## src/rtl/m68k_reg_target_if.sv

```systemverilog
`default_nettype none
// ============================================================================
// Module      : m68k_reg_target_if
// Description : 68000 bus signal bundle between bus initiator and responder.
// Revision    : 1.0 - initial release
// ============================================================================
interface m68k_reg_target_if;
  logic [23:1] M68K_A;
  logic        M68K_AS_n;
  logic        M68K_UDS_n;
  logic        M68K_LDS_n;
  logic        M68K_RW;
  logic [15:0] M68K_D_IN;
  logic [15:0] M68K_D_OUT;
  logic        M68K_D_OE;
  logic        M68K_DTACK_n;
  logic        M68K_DTACK_OE;

  modport master (
    output M68K_A, M68K_AS_n, M68K_UDS_n, M68K_LDS_n, M68K_RW, M68K_D_IN,
    input  M68K_D_OUT, M68K_D_OE, M68K_DTACK_n, M68K_DTACK_OE
  );

  modport slave (
    input  M68K_A, M68K_AS_n, M68K_UDS_n, M68K_LDS_n, M68K_RW, M68K_D_IN,
    output M68K_D_OUT, M68K_D_OE, M68K_DTACK_n, M68K_DTACK_OE
  );
endinterface
`default_nettype wire

```

## src/rtl/m68k_reg_target.sv

```systemverilog
`default_nettype none
// ============================================================================
// Module      : m68k_reg_target
// Description : 68000 bus responder for a small word register window with
//               optional wait states, local access port and doorbell IRQ.
// Revision    : 1.0 - initial release
// ============================================================================
module m68k_reg_target #(
  parameter logic [23:0] BASE_ADDR   = 24'hE90000,
  parameter int          ADDR_BITS   = 3,
  parameter int          WAIT_STATES = 0
) (
  input  wire                  M68K_CLK,
  input  wire                  M68K_RESET_n,
  m68k_reg_target_if.slave     bus,
  input  wire [ADDR_BITS-1:0]  LOC_ADDR,
  output logic [15:0]          LOC_RDATA,
  input  wire                  LOC_WE,
  input  wire [15:0]           LOC_WDATA,
  output logic                 LOC_IRQ,
  input  wire                  LOC_IRQ_ACK,
  output logic                 LOC_COLLIDE
);

  localparam int         c_nregs  = 1 << ADDR_BITS;
  localparam logic [3:0] c_ws_m1  = (WAIT_STATES == 0) ? 4'd0 : 4'(WAIT_STATES - 1);

  typedef enum logic [1:0] {
    S_IDLE = 2'd0,
    S_WAIT = 2'd1,
    S_ACK  = 2'd2,
    S_REL  = 2'd3
  } state_t;

  state_t               r_state, w_next;
  logic [3:0]           r_cnt, w_cnt_next;
  logic [ADDR_BITS-1:0] r_idx, w_idx;
  logic                 r_rw, w_rw;
  logic                 r_armed;
  logic [15:0]          r_d_out;
  logic [15:0]          r_regs [c_nregs];
  logic                 r_irq;
  logic                 r_collide;

  logic w_hit, w_enter_ack, w_bus_wr, w_collide, w_loc_wr;

  // A cycle already in progress at reset release is ignored until AS_n is seen high.
  assign w_hit = !bus.M68K_AS_n && r_armed &&
                 (bus.M68K_A[23:ADDR_BITS+1] == BASE_ADDR[23:ADDR_BITS+1]);

  assign w_idx = (r_state == S_IDLE) ? bus.M68K_A[ADDR_BITS:1] : r_idx;
  assign w_rw  = (r_state == S_IDLE) ? bus.M68K_RW : r_rw;

  always_comb begin
    w_next     = r_state;
    w_cnt_next = r_cnt;
    case (r_state)
      S_IDLE: begin
        if (w_hit) begin
          if (WAIT_STATES == 0) begin
            w_next = S_ACK;
          end else begin
            w_next     = S_WAIT;
            w_cnt_next = c_ws_m1;
          end
        end
      end
      S_WAIT: begin
        if (bus.M68K_AS_n)      w_next = S_IDLE;
        else if (r_cnt == 4'd0) w_next = S_ACK;
        else                    w_cnt_next = r_cnt - 4'd1;
      end
      S_ACK:   if (bus.M68K_AS_n) w_next = S_REL;
      S_REL:   w_next = S_IDLE;
      default: w_next = S_IDLE;
    endcase
  end

  // Writes commit exactly once, on the edge that enters ACK.
  assign w_enter_ack = (w_next == S_ACK) && (r_state != S_ACK);
  assign w_bus_wr    = w_enter_ack && !w_rw && !(bus.M68K_UDS_n && bus.M68K_LDS_n);
  assign w_collide   = w_bus_wr && LOC_WE && (LOC_ADDR == w_idx);
  assign w_loc_wr    = LOC_WE && !w_collide;

  always_ff @(posedge M68K_CLK) begin
    if (!M68K_RESET_n) begin
      r_state   <= S_IDLE;
      r_cnt     <= 4'd0;
      r_idx     <= '0;
      r_rw      <= 1'b1;
      r_armed   <= 1'b0;
      r_d_out   <= 16'h0000;
      r_irq     <= 1'b0;
      r_collide <= 1'b0;
      for (int i = 0; i < c_nregs; i++) r_regs[i] <= 16'h0000;
    end else begin
      r_state   <= w_next;
      r_cnt     <= w_cnt_next;
      r_collide <= w_collide;
      if (bus.M68K_AS_n) r_armed <= 1'b1;
      if (r_state == S_IDLE && w_hit) begin
        r_idx <= w_idx;
        r_rw  <= w_rw;
      end
      if (w_enter_ack && w_rw) r_d_out <= r_regs[w_idx];
      if (w_loc_wr) r_regs[LOC_ADDR] <= LOC_WDATA;
      if (w_bus_wr) begin
        if (!bus.M68K_UDS_n) r_regs[w_idx][15:8] <= bus.M68K_D_IN[15:8];
        if (!bus.M68K_LDS_n) r_regs[w_idx][7:0]  <= bus.M68K_D_IN[7:0];
      end
      // Doorbell set wins over a simultaneous acknowledge.
      if (w_bus_wr && (w_idx == '0)) r_irq <= 1'b1;
      else if (LOC_IRQ_ACK)          r_irq <= 1'b0;
    end
  end

  assign bus.M68K_DTACK_OE = (r_state == S_ACK) || (r_state == S_REL);
  assign bus.M68K_DTACK_n  = (r_state != S_ACK);
  assign bus.M68K_D_OE     = (r_state == S_ACK) && r_rw;
  assign bus.M68K_D_OUT    = r_d_out;

  assign LOC_RDATA   = r_regs[LOC_ADDR];
  assign LOC_IRQ     = r_irq;
  assign LOC_COLLIDE = r_collide;

endmodule
`default_nettype wire
```

## src/flat_wrapper.sv

```systemverilog
// flat-port wrapper written by rule: the top's interface ports become plain ports
module m68k_reg_target_flat 
#(
  parameter logic [23:0] BASE_ADDR   = 24'hE90000,
  parameter int          ADDR_BITS   = 3,
  parameter int          WAIT_STATES = 0
)
  (M68K_CLK, M68K_RESET_n, LOC_ADDR, LOC_RDATA, LOC_WE, LOC_WDATA, LOC_IRQ, LOC_IRQ_ACK, LOC_COLLIDE, bus_M68K_A, bus_M68K_AS_n, bus_M68K_UDS_n, bus_M68K_LDS_n, bus_M68K_RW, bus_M68K_D_IN, bus_M68K_D_OUT, bus_M68K_D_OE, bus_M68K_DTACK_n, bus_M68K_DTACK_OE);
  m68k_reg_target_if bus_i ();
  input  wire M68K_CLK;
  input  wire M68K_RESET_n;
  input  wire [ADDR_BITS-1:0] LOC_ADDR;
  output logic [15:0] LOC_RDATA;
  input  wire LOC_WE;
  input  wire [15:0] LOC_WDATA;
  output logic LOC_IRQ;
  input  wire LOC_IRQ_ACK;
  output logic LOC_COLLIDE;
  input wire logic [$bits(bus_i.M68K_A)-1:0] bus_M68K_A;
  input wire logic [$bits(bus_i.M68K_AS_n)-1:0] bus_M68K_AS_n;
  input wire logic [$bits(bus_i.M68K_UDS_n)-1:0] bus_M68K_UDS_n;
  input wire logic [$bits(bus_i.M68K_LDS_n)-1:0] bus_M68K_LDS_n;
  input wire logic [$bits(bus_i.M68K_RW)-1:0] bus_M68K_RW;
  input wire logic [$bits(bus_i.M68K_D_IN)-1:0] bus_M68K_D_IN;
  output wire logic [$bits(bus_i.M68K_D_OUT)-1:0] bus_M68K_D_OUT;
  output wire logic [$bits(bus_i.M68K_D_OE)-1:0] bus_M68K_D_OE;
  output wire logic [$bits(bus_i.M68K_DTACK_n)-1:0] bus_M68K_DTACK_n;
  output wire logic [$bits(bus_i.M68K_DTACK_OE)-1:0] bus_M68K_DTACK_OE;
  assign bus_i.M68K_A = bus_M68K_A;
  assign bus_i.M68K_AS_n = bus_M68K_AS_n;
  assign bus_i.M68K_UDS_n = bus_M68K_UDS_n;
  assign bus_i.M68K_LDS_n = bus_M68K_LDS_n;
  assign bus_i.M68K_RW = bus_M68K_RW;
  assign bus_i.M68K_D_IN = bus_M68K_D_IN;
  assign bus_M68K_D_OUT = bus_i.M68K_D_OUT;
  assign bus_M68K_D_OE = bus_i.M68K_D_OE;
  assign bus_M68K_DTACK_n = bus_i.M68K_DTACK_n;
  assign bus_M68K_DTACK_OE = bus_i.M68K_DTACK_OE;
  m68k_reg_target #(.BASE_ADDR(BASE_ADDR), .ADDR_BITS(ADDR_BITS), .WAIT_STATES(WAIT_STATES)) u_core (.M68K_CLK(M68K_CLK), .M68K_RESET_n(M68K_RESET_n), .bus(bus_i), .LOC_ADDR(LOC_ADDR), .LOC_RDATA(LOC_RDATA), .LOC_WE(LOC_WE), .LOC_WDATA(LOC_WDATA), .LOC_IRQ(LOC_IRQ), .LOC_IRQ_ACK(LOC_IRQ_ACK), .LOC_COLLIDE(LOC_COLLIDE));
endmodule
```

## config.mk

```make
export PLATFORM = sky130hd
export DESIGN_NAME = m68k_reg_target_flat
export DESIGN_NICKNAME = d
export VERILOG_FILES = /design/src/rtl/m68k_reg_target_if.sv /design/src/rtl/m68k_reg_target.sv /design/src/flat_wrapper.sv
export SDC_FILE = /design/constraint.sdc
export NUM_CORES = 1
export LEC_CHECK = 0
export CAP_MARGIN = 20
export CORE_UTILIZATION = 39
export DETAILED_ROUTE_END_ITERATION = 8
export SYNTH_ARGS = -nofsm -noshare
export SYNTH_HDL_FRONTEND = slang
export SYNTH_SLANG_ARGS = --single-unit
```

## constraint.sdc

```tcl
create_clock -name M68K_CLK -period 2.9 [get_ports M68K_CLK]
set_input_delay 0.435 -clock M68K_CLK [delete_from_list [all_inputs] [get_ports M68K_CLK]]
set_output_delay 0.435 -clock M68K_CLK [all_outputs]
set_load 0.02 [all_outputs]
```

* Word-level counts from Yosys, hierarchy flattened *
Memories as Yosys holds them, arrays and structs flattened. A register that Yosys moved wholly into a read port is not among the register bits.
Index checks and enable logic that the tools add are counted.

word-level totals
  bits in registers = 13
  bits in writable memories = 128
  input bits = 66
  word-level logic and storage cells = 71
  memories kept = 1

memories
  memory         depth  bits a word  rd ports  clocked after Yosys merged registers in  write ports  RTL line               text
  u_core.r_regs  8      16           2         1                                        8            m68k_reg_target.sv:41  logic [15:0] r_regs [c_nregs];

cells by class
  add/subtract/negate cells = 1
  equality and inequality tests = 7
  muxes and demuxes = 27
  bitwise gates (word level) = 2
  reductions and logical operators = 26

operator list
  cell                  number
  $mux 16               2
  $reduce_or 16->1      2
  $eq 20x20->1 const B  1
  $mux 1                16
  $logic_and 1x1->1     13
  $mux 2                5
  $mux 3                3
  $pmux 2 s4            1
  $eq 2x2->1 const B    3
  $logic_not 1->1       5
  $logic_not 4->1       1
  $sub 4x1->4 const B   1
  $eq 3x3->1            1
  $logic_not 3->1       1
  $reduce_and 3->1      1
  $eq 2x1->1 const B    1
  $logic_not 2->1       1
  $ne 2x2->1 const B    1
  $not 1->1             2
  $reduce_bool 2->1     1
  $logic_or 1x1->1      1

* Longest topological paths before layout *
  depth after elaboration = 18
  gate-level depth with buffers = 10
  gate-level depth less buffers = 7

* Worst setup path before layout *
Ideal clock, no wire load.

  kind = reg2reg
  start = register u_core.r_state[0]
  end = memory u_core.r_regs[1][10] (enable)
  library setup time = 0.376 ns
  data arrival time = 2.160 ns
  setup slack = 0.363 ns
  cell stages (with the launch flop) = 8
  cell sequence = dfxtp_1 > buf_2 > buf_2 > or4b_2 > o21a_1 > nor2_1 > nand2_1 > o211ai_1

RTL lines
  item                      RTL line               text
  start: declaration        m68k_reg_target.sv:35  state_t r_state, w_next;
  start signal: assignment  m68k_reg_target.sv:97  r_state <= w_next;
  end: declaration          m68k_reg_target.sv:41

==> results.cfg <==
[status]
status = finished, violations left
violations = DRC

[synth]
synth_edf_count = 128
seq_area_frac_synth_pct = 49.97
netlist_top_cells_area = edfxtp_1 (43%), dfxtp_1 (6.6%), a22oi_1 (5.8%)
synth_warnings = 0
synthTopCellsByCount = edfxtp_1 (128), a22oi_1 (68), o22ai_1 (60), o2bb2ai_1 (56), nand2_1 (41)
synth.most_common_cell = edfxtp_1
ys_ff_latch = 157
yosys_most_used_dff = edfxtp_1
syn_area_per_cell_um2 = 11.01
syn_area_um2 = 8853
syn_inst = 804
yosysTopAreaCellShare_pct = 43.41
ys_types = 74
synthArstFlopShare_pct = 0
synthesis.nets = 871
synth_area_leader_cell = edfxtp_1

[clock_tree]
htreeDepth = 4
cts_root_buf = clkbuf_16
numCtsBuffers = 17
tritoncts = yes
insertion_delay_ns = 0.44
clock_sinks = 157
clkTransAtPathRegs_ns = 0.08
clk_path_buf_depth = 2

[power]
power_frac_seq_pct = 45.7
p_leak_nw = 4.286
ir_drop_mv = 0.3647
cellPowerDensity_nw_per_um2 = 488.4
p_sw_share_pct = 29.37
p_int_mw = 4.096
p_switching_mw = 1.703
power_frac_clock_pct = 39.5
p_comb_share_pct = 14.9

[detailed_routing]
vias = 8637
dr.pass1.iters = 9
wl_per_cell_um = 27.57
routed_wl_mm = 35.68
drc = 9
drtIter0Drc = 1277
ant_nets = 0
via_per_inst = 6.675

[final_layout]
layout.nets = 1068
drive_above_1_share_pct = 23.47
antennaDiodeCount = 0
final_core_util_pct = 53.91
syn2layout_area_growth_pct = 34.12

[die]
io_pins = 103
start_util_pct = 40.20
die_x_um = 152.7
core_um2 = 22030
die_h_um = 152.7
die_area_um2 = 23310
rows = 54

[setup_path]
critPathLaunchType = register
cp.required_ns = 3.19
critPathKind = register to register
arrival_ns = 3.10
end_kind = register
cp_max_fo = 15
r2r_slack_ns = 0.09

[place]
globalplace.congestion = 0.9158
dpl.hpwl_mm = 25.06
port_buffers = 102

[timing]
finalSetupViolations = 0
fin_tns_setup_ns = 0
drv_slew = 0
timing.fmax_ghz = 0.3553
tightest_slew_ns = 0.7623
fin_worst_skew_ns = 0.01189
final-hold-violation-count = 0
post-route-period-util_pct = 97.04
rsz0062_at_grt = false
slew_headroom_pct = 48.74
hold_slack_ns = 0.5071
finalCriticalPeriod_ns = 2.814

[global_routing]
grt_first_pass_wirelength_mm = 52.53
grt_pass1_vias = 8289
grt.total_usage_pct = 30.78
grt_max_degree = 33
antenna_found_initial = 0
globalRouteOverflowTotal = 0

[flow_run]
max-cap-violations = 0

[worst_hold_path]
hold_path.class = register to register
## registers in the layout, summed over array words and instances, names as in the netlist
| register | flops |
|---|---|
| u_core.bus.M68K_D_OUT | 16 |
| u_core.r_idx | 3 |
| u_core.r_armed | 1 |
| u_core.LOC_IRQ | 1 |
| u_core.r_regs | 128 |
| u_core.r_rw | 1 |
| u_core.r_cnt | 4 |
| u_core.r_state | 2 |
| u_core.LOC_COLLIDE | 1 |
## area by class of cell
type,count,area (µm²)
clock inverters,15,177.7
well taps,280,350.3
inverters,28,105.1
multi-input cells,541,4013
clock buffers,17,425.4
fillers,1915,10150
flip-flops and latches,157,4424
repair buffers,256,2379
## worst max-delay path, stage by stage (launching register included)
cell and delay [ns]:
dfxtp_1 0.69, buf_4 0.25, or3b_2 0.17, nand2_1 0.34, nor2_1 0.51, and3_1 0.52, o2bb2ai_1 0.17
## logic make-up (layout without fill, tap and decap cells)
logic type	count (synthesis)	count (layout)	share of synthesized area [%]
fa+ha+maj	1	1	0.1413
xor+xnor	3	3	0.2968
buf+inv	106	316	5.215
simple gates	167	167	10.59
compound gates	352	352	31.68
mux	18	18	2.106
flops	157	157	49.97
## power groups by stage
stage,clock (mW),combinational [mW],sequential (mW)
2_1_floorplan,0,0.393,2.65
3_3_place_gp,0,0.853,2.69
3_5_place_dp,0,0.855,2.69
4_1_cts,2.29,0.849,2.64
5_1_grt,2.39,0.903,2.65
6_report,2.29,0.862,2.65
## per-layer routing
layer / global-route usage (%) / vias to the layer above / part of all wire (%)
li1: - / 3725 / -
met1: 41.53 / 4159 / 39
met2: 48.86 / 655 / 46
met3: 5.176 / 98 / 11
met4: 12.99 / 0 / 3.6
met5: 0 / - / 0
## what timing repair did
action	4_1_cts	5_1_grt
setup endpoints to repair	16	9
hold buffers	0	0
setup buffers	0	0
resized for setup	9	11
## path summary, 6_finish.rpt
kind,from,to,cells past startpoint
max,u_core.r_state[1],u_core.r_regs[0][2],6
min reg2reg,u_core.r_armed,u_core.r_armed,2
max reg2reg,u_core.r_state[1],u_core.r_regs[0][2],6
min,u_core.r_armed,u_core.r_armed,2
## per-stage QoR
stage                     instance area, µm²  instances  power [mW]  setup slack (ns)
after floorplan                         8853        804       3.046            0.3633
after global placement                 11250       1262       3.544           -0.1944
after detailed placement               11250       1262       3.545           -0.2229
after CTS                              11850       1294       5.781          0.001496
after global routing                   11870       1294       5.945           0.02882
final                                  11870       1294       5.799           0.08582
## layout by cell type (no fill, tap or decap), types with 7 or more instances in the layout
cell type / netlist / layout
o31ai_4: 7 / 8
nand2_1: 41 / 41
a221oi_1: 13 / 13
edfxtp_1: 128 / 128
nand4_1: 16 / 16
a21oi_1: 9 / 9
dlygate4sd2_1: 0 / 7
o22ai_1: 60 / 60
clkbuf_16: 0 / 17
and3_1: 14 / 14
o2bb2ai_1: 56 / 56
nor2_1: 29 / 27
nand3_1: 22 / 22
a31oi_1: 7 / 7
mux2i_1: 13 / 13
clkdlybuf4s50_1: 0 / 85
dlymetal6s2s_1: 0 / 9
inv_1: 27 / 27
o211ai_1: 19 / 19
a32o_1: 13 / 13
a22o_1: 11 / 11
dfxtp_1: 29 / 29
a22oi_1: 68 / 68
a22o_2: 7 / 7
o221a_2: 7 / 7
buf_12: 0 / 15
o21ai_0: 28 / 27
buf_4: 2 / 139
a32oi_1: 7 / 7
No activity file was read; power rests on OpenSTA's default activity.
